`src/rtl/mips_ctrl_pkg.sv`:
```
// Shared definitions for the multi-cycle MIPS control path: FSM states, opcodes,
// ALUOp encoding (also consumed by the ALU control decoder) and the control word.
package mips_ctrl_pkg;

    typedef enum logic [3:0] {
        S_FETCH    = 4'd0,
        S_DECODE   = 4'd1,
        S_MEM_ADDR = 4'd2,
        S_MEM_RD   = 4'd3,
        S_MEM_WB   = 4'd4,
        S_MEM_WR   = 4'd5,
        S_R_EXEC   = 4'd6,
        S_R_WB     = 4'd7,
        S_BRANCH   = 4'd8,
        S_JUMP     = 4'd9,
        S_ORI_EXEC = 4'd10,
        S_ORI_WB   = 4'd11
    } state_t;

    localparam logic [5:0] OP_RTYPE = 6'b000000;
    localparam logic [5:0] OP_LW    = 6'b100011;
    localparam logic [5:0] OP_SW    = 6'b101011;
    localparam logic [5:0] OP_BEQ   = 6'b000100;
    localparam logic [5:0] OP_J     = 6'b000010;
    localparam logic [5:0] OP_ORI   = 6'b001101;

    localparam logic [1:0] ALUOP_FUNCT = 2'b00;
    localparam logic [1:0] ALUOP_ADD   = 2'b01;
    localparam logic [1:0] ALUOP_OR    = 2'b10;
    localparam logic [1:0] ALUOP_SUB   = 2'b11;

    localparam logic [1:0] SRCB_REG  = 2'b00;
    localparam logic [1:0] SRCB_FOUR = 2'b01;
    localparam logic [1:0] SRCB_IMM  = 2'b10;
    localparam logic [1:0] SRCB_IMM4 = 2'b11;

    localparam logic [1:0] PCSRC_ALU    = 2'b00;
    localparam logic [1:0] PCSRC_ALUOUT = 2'b01;
    localparam logic [1:0] PCSRC_JUMP   = 2'b10;

    typedef struct packed {
        logic       pc_write;
        logic       pc_write_cond;
        logic       i_or_d;
        logic       mem_read;
        logic       mem_write;
        logic       ir_write;
        logic       mem_to_reg;
        logic       reg_dst;
        logic       reg_write;
        logic       alu_src_a;
        logic [1:0] alu_src_b;
        logic       zero_ext;
        logic [1:0] alu_op;
        logic [1:0] pc_source;
        logic       instr_done;
        logic       illegal_op;
    } ctrl_t;

    localparam int CTRL_W = $bits(ctrl_t);

    function automatic logic is_legal_op(input logic [5:0] op);
        return (op == OP_RTYPE) || (op == OP_LW) || (op == OP_SW) ||
               (op == OP_BEQ)   || (op == OP_J)  || (op == OP_ORI);
    endfunction

endpackage

```
`src/rtl/mips_ctrl_decode.sv`:
```
// Combinational control-word decode from current state (plus opcode in DECODE and
// mem_ready in the memory-wait states, so enables only fire on the completing cycle).
module mips_ctrl_decode
    import mips_ctrl_pkg::*;
(
    input  logic [3:0]        state_i,
    input  logic [5:0]        opcode_i,
    input  logic              mem_ready_i,
    output logic [CTRL_W-1:0] ctrl_o
);

    ctrl_t cw;

    always_comb begin
        cw = '0;
        case (state_i)
            S_FETCH: begin
                cw.mem_read  = 1'b1;
                cw.alu_src_b = SRCB_FOUR;
                cw.alu_op    = ALUOP_ADD;
                cw.pc_source = PCSRC_ALU;
                cw.ir_write  = mem_ready_i;
                cw.pc_write  = mem_ready_i;
            end
            S_DECODE: begin
                // ALU precomputes the branch target while the opcode is decoded
                cw.alu_src_b  = SRCB_IMM4;
                cw.alu_op     = ALUOP_ADD;
                cw.illegal_op = ~is_legal_op(opcode_i);
            end
            S_MEM_ADDR: begin
                cw.alu_src_a = 1'b1;
                cw.alu_src_b = SRCB_IMM;
                cw.alu_op    = ALUOP_ADD;
            end
            S_MEM_RD: begin
                cw.mem_read = 1'b1;
                cw.i_or_d   = 1'b1;
            end
            S_MEM_WB: begin
                cw.reg_write  = 1'b1;
                cw.mem_to_reg = 1'b1;
                cw.instr_done = 1'b1;
            end
            S_MEM_WR: begin
                cw.mem_write  = 1'b1;
                cw.i_or_d     = 1'b1;
                cw.instr_done = mem_ready_i;
            end
            S_R_EXEC: begin
                cw.alu_src_a = 1'b1;
                cw.alu_src_b = SRCB_REG;
                cw.alu_op    = ALUOP_FUNCT;
            end
            S_R_WB: begin
                cw.reg_write  = 1'b1;
                cw.reg_dst    = 1'b1;
                cw.instr_done = 1'b1;
            end
            S_BRANCH: begin
                cw.alu_src_a     = 1'b1;
                cw.alu_src_b     = SRCB_REG;
                cw.alu_op        = ALUOP_SUB;
                cw.pc_write_cond = 1'b1;
                cw.pc_source     = PCSRC_ALUOUT;
                cw.instr_done    = 1'b1;
            end
            S_JUMP: begin
                cw.pc_write   = 1'b1;
                cw.pc_source  = PCSRC_JUMP;
                cw.instr_done = 1'b1;
            end
            S_ORI_EXEC: begin
                cw.alu_src_a = 1'b1;
                cw.alu_src_b = SRCB_IMM;
                cw.zero_ext  = 1'b1;
                cw.alu_op    = ALUOP_OR;
            end
            S_ORI_WB: begin
                cw.reg_write  = 1'b1;
                cw.instr_done = 1'b1;
            end
            default: cw = '0;
        endcase
    end

    assign ctrl_o = cw;

endmodule

```
`src/rtl/mips_multicycle_control.sv`:
```
// Main control FSM for the multi-cycle MIPS datapath; FETCH/MEM_RD/MEM_WR stall
// with requests held while mem_ready is low. Reset masks every write enable and pulse.
module mips_multicycle_control
    import mips_ctrl_pkg::*;
(
    input  logic       clk,
    input  logic       reset,
    input  logic [5:0] opcode,
    input  logic       zero,
    input  logic       mem_ready,
    output logic       pc_write,
    output logic       pc_write_cond,
    output logic       i_or_d,
    output logic       mem_read,
    output logic       mem_write,
    output logic       ir_write,
    output logic       mem_to_reg,
    output logic       reg_dst,
    output logic       reg_write,
    output logic       alu_src_a,
    output logic [1:0] alu_src_b,
    output logic       zero_ext,
    output logic [1:0] alu_op,
    output logic [1:0] pc_source,
    output logic       instr_done,
    output logic       illegal_op,
    output logic [3:0] state
);

    state_t            state_q, state_d;
    logic [CTRL_W-1:0] ctrl_vec;
    ctrl_t             cw_raw, cw;

    // zero is qualified by pc_write_cond in the datapath, not by the FSM
    logic unused_zero;
    assign unused_zero = zero;

    always_ff @(posedge clk) begin
        if (reset) begin
            state_q <= S_FETCH;
        end else begin
            state_q <= state_d;
        end
    end

    always_comb begin
        state_d = S_FETCH;
        case (state_q)
            S_FETCH:    state_d = mem_ready ? S_DECODE : S_FETCH;
            S_DECODE: begin
                case (opcode)
                    OP_RTYPE:     state_d = S_R_EXEC;
                    OP_LW, OP_SW: state_d = S_MEM_ADDR;
                    OP_BEQ:       state_d = S_BRANCH;
                    OP_J:         state_d = S_JUMP;
                    OP_ORI:       state_d = S_ORI_EXEC;
                    default:      state_d = S_FETCH;
                endcase
            end
            S_MEM_ADDR: state_d = (opcode == OP_SW) ? S_MEM_WR : S_MEM_RD;
            S_MEM_RD:   state_d = mem_ready ? S_MEM_WB : S_MEM_RD;
            S_MEM_WR:   state_d = mem_ready ? S_FETCH : S_MEM_WR;
            S_R_EXEC:   state_d = S_R_WB;
            S_ORI_EXEC: state_d = S_ORI_WB;
            default:    state_d = S_FETCH;
        endcase
    end

    mips_ctrl_decode u_decode (
        .state_i     (state_q),
        .opcode_i    (opcode),
        .mem_ready_i (mem_ready),
        .ctrl_o      (ctrl_vec)
    );

    assign cw_raw = ctrl_t'(ctrl_vec);

    always_comb begin
        cw = cw_raw;
        if (reset) begin
            cw.pc_write      = 1'b0;
            cw.pc_write_cond = 1'b0;
            cw.ir_write      = 1'b0;
            cw.reg_write     = 1'b0;
            cw.mem_write     = 1'b0;
            cw.instr_done    = 1'b0;
            cw.illegal_op    = 1'b0;
        end
    end

    assign pc_write      = cw.pc_write;
    assign pc_write_cond = cw.pc_write_cond;
    assign i_or_d        = cw.i_or_d;
    assign mem_read      = cw.mem_read;
    assign mem_write     = cw.mem_write;
    assign ir_write      = cw.ir_write;
    assign mem_to_reg    = cw.mem_to_reg;
    assign reg_dst       = cw.reg_dst;
    assign reg_write     = cw.reg_write;
    assign alu_src_a     = cw.alu_src_a;
    assign alu_src_b     = cw.alu_src_b;
    assign zero_ext      = cw.zero_ext;
    assign alu_op        = cw.alu_op;
    assign pc_source     = cw.pc_source;
    assign instr_done    = cw.instr_done;
    assign illegal_op    = cw.illegal_op;
    assign state         = state_q;

endmodule

```
`config.mk`:
```
export PLATFORM = sky130hd
export DESIGN_NAME = mips_multicycle_control
export DESIGN_NICKNAME = d
export VERILOG_FILES = /design/src/rtl/mips_ctrl_pkg.sv /design/src/rtl/mips_ctrl_decode.sv /design/src/rtl/mips_multicycle_control.sv
export SDC_FILE = /design/constraint.sdc
export NUM_CORES = 1
export LEC_CHECK = 0
export CAP_MARGIN = 20
export CELL_PAD_IN_SITES_DETAIL_PLACEMENT = 0
export CELL_PAD_IN_SITES_GLOBAL_PLACEMENT = 1
export CORE_ASPECT_RATIO = 0.5
export CORE_UTILIZATION = 25
export DETAILED_ROUTE_END_ITERATION = 7
export PLACE_DENSITY = 0.74
export SKIP_LAST_GASP = 1
export SLEW_MARGIN = 20
export SYNTH_ARGS = -nofsm -noshare
export SYNTH_HDL_FRONTEND = slang
export SYNTH_HIERARCHICAL = 1
export SYNTH_SLANG_ARGS = --single-unit
```
`constraint.sdc`:
```
create_clock -name clk -period 2.1 [get_ports clk]
set_input_delay 0.42 -clock clk [delete_from_list [all_inputs] [get_ports clk]]
set_output_delay 0.42 -clock clk [all_outputs]
set_load 0.03 [all_outputs]
```
==> results.toml <==
[floorplanning]
die_w_um = 77.5
row_count = 13
pin_count = 33
die_y_um = 39.7
coreArea_mm2 = 0.00265
start_util_pct = 26.9
die_area_mm2 = 0.00308

[timing]
hold_violations = 0
finalSetupViolCount = 0
worstMarginPinSlew_ns = 0.419
rsz0062_at_grt = "yes"
timing.fmax_mhz = 490
drv_slew = 0
whs_ns = 0.609
period_share_pct = 97.1
clock_skew_ns = 0.00955
slew_headroom_pct = 71.9
period_needed_ns = 2.04

[yosys]
synth_nets = 111
seq_area_frac_synth_pct = 11.2
ys_warn_count = 6
synth-seq-cells = 4
synth-edff-count = 0
synthArstFlopShare_pct = 0
syn_area_um2 = 712
syn_avg_cell_area_um2 = 7.05
synthCells = 101
synth_flop_cell = "dfxtp_1"
yosysUniqueCellTypes = 44

[placement]
numPortBuffers = 31
gp_congestion = 0.726
post-dp-hpwl_um = 1660

[clock_network]
cts-root-buf = "clkbuf_8"
cts.sinks = 4
holdBufCountCts = 0
cts_buffer_depth = 2
h-tree-depth = 1
clk_pin_slew_ns = 0.04
cts_buffers = 3
clock_latency_ns = 0.23
cts_tree = "built"

[detailed_routing]
first_pass_iters = 4
met1_length_um = 1130
vias = 866
routed.top_layer = "met4"
drc = 0
vias_per_cell = 4.71
detail-route-antenna-nets = 0
routedWlPerCell_um = 12.1
route.met2.wl_um = 993
routed_wl_um = 2230
dr.first_iter.drc_count = 55
wl_met3_um = 88

[setup_path]
timing.rr.start = "state[0]$_SDFF_PP0_"
end_kind = "output pin"
crit_fanout = 2
r2r_end = "state[0]$_SDFF_PP0_"
path_class = "input port to output pin"
reg2reg_setup_slack_ns = 0.50
startpoint = "opcode[3]"
required_ns = 1.68
critPathArrivalTime_ns = 1.62
r2r_cells = 5
worst_setup_path_start_kind = "input port"

[global_route]
antenna_found_initial = 0
grt_max_degree = 15
track_usage_pct = 14.2
first_global_vias = 716
grt_overflow = 0
grt_first_pass_wirelength_um = 3410

[outcome]
status = "completed"

[power]
clock_power_share_pct = 42.8
cellPowerDensity_mw_per_mm2 = 322
vdd_ir_drop_max_mv = 0.207
p_leak_nw = 0.486
p_int_mw = 0.267
switching_share_pct = 31.9
p_switching_mw = 0.125
p_seq_share_pct = 20.6
pwr-share-comb_pct = 36.6
totalPowerFinal_mw = 0.393

[cells_and_area]
largest_reg_flops = 4
nFillCells = 283
drive_above_1_share_pct = 42.2
nNetsFinal = 159
final_common_cell = "buf_4"
num_antenna_cells = 0
area_growth_pct = 71.5
most-common-layout-cells = "buf_4 (35), nor2_1 (10), clkdlybuf4s50_1 (8), a21oi_1 (7)"

[min_path]
hold_path_class = "flop to flop"
hold_end = "state[2]$_SDFF_PP0_"
hold_depth = 2
hp-start = "state[3]$_SDFF_PP0_"

[flow_run]
maxCapViolCount = 0
## how the worst max path moves through the flow
| stage | endpoint | cells after the start |
|---|---|---|
| 2_1_floorplan | instr_done | 5 |
| 3_3_place_gp | illegal_op | 6 |
| 3_5_place_dp | illegal_op | 6 |
| 4_1_cts | illegal_op | 6 |
| 5_1_grt | pc_write | 6 |
| 6_report | illegal_op | 6 |
## power groups by stage
stage                     registers (mW)  logic [mW]  clock network, mW
after global routing              0.0812       0.157              0.181
after global placement            0.0827       0.139                  0
after floorplan                   0.0845      0.0733                  0
final                             0.0809       0.144              0.168
after detailed placement          0.0828       0.138                  0
after CTS                         0.0818       0.135              0.161
## critical path: stages
cell and delay [ns]:
clkdlybuf4s15_1 0.18, or4_4 0.52, a21oi_4 0.15, a2111oi_4 0.04
nor2b_2 0.17, buf_6 0.14
## per-layer routing
layer	GRT usage, %	vias to the layer above
li1	-	459
met4	0	0
met5	0	-
met3	3.49	2
met2	23.0	21
met1	20.0	384
## final cells by class
cell class	instances	area (um2)	share of cell area (%)
Inverter	4	15.0	1.23
Multi-Input combinational cell	85	619	50.7
Sequential cell	4	85.1	6.97
Timing Repair Buffer	51	414	33.9
Tap cell	37	46.3	3.79
Clock buffer	3	41.3	3.38
## per-stage QoR
stage                     setup TNS [ns]  utilization [%]  cell area [um2]  instances  worst slack, ns
after floorplan                        0                -              737        101          0.00189
after global placement            -0.203             42.3             1120        178           -0.203
after detailed placement          -0.208             42.3             1120        178           -0.208
after CTS                              0             43.7             1160        181         0.000660
after global routing             -0.0684             46.1             1220        184          -0.0299
final                                  0             46.1             1220        184           0.0600
## cells by family (layout without fill, tap and decap cells)
group	after synthesis	in the layout	synth area share (%)
mux	1	1	1.41
compound gates	25	25	26.7
buf+inv	12	58	10.2
simple gates	56	56	46.7
flops	4	4	11.2
xor+xnor	3	3	3.69
## what timing repair did
item	in CTS	in global routing
gates resized for setup	9	16
setup endpoints to repair	2	3
buffers inserted	0	3
pin swaps	2	4
## cells in the mapped netlist (2+ instances only)
library cell	count	share of area, %
a21oi_1	7	4.9
a31oi_1	3	2.6
buf_2	3	2.1
buf_4	2	2.1
buf_6	2	3.2
dfxtp_1	4	11
inv_1	4	2.1
nand2_1	6	3.2
nand2b_1	7	6.2
nand3b_1	2	2.1
nand4_1	2	1.8
nor2_1	12	6.3
nor2b_1	8	7.0
nor3_1	4	2.8
nor3b_1	2	2.1
o31ai_1	2	2.1
or2_1	2	1.8
xnor2_1	3	3.7
Power figures use the tool's default switching activity.
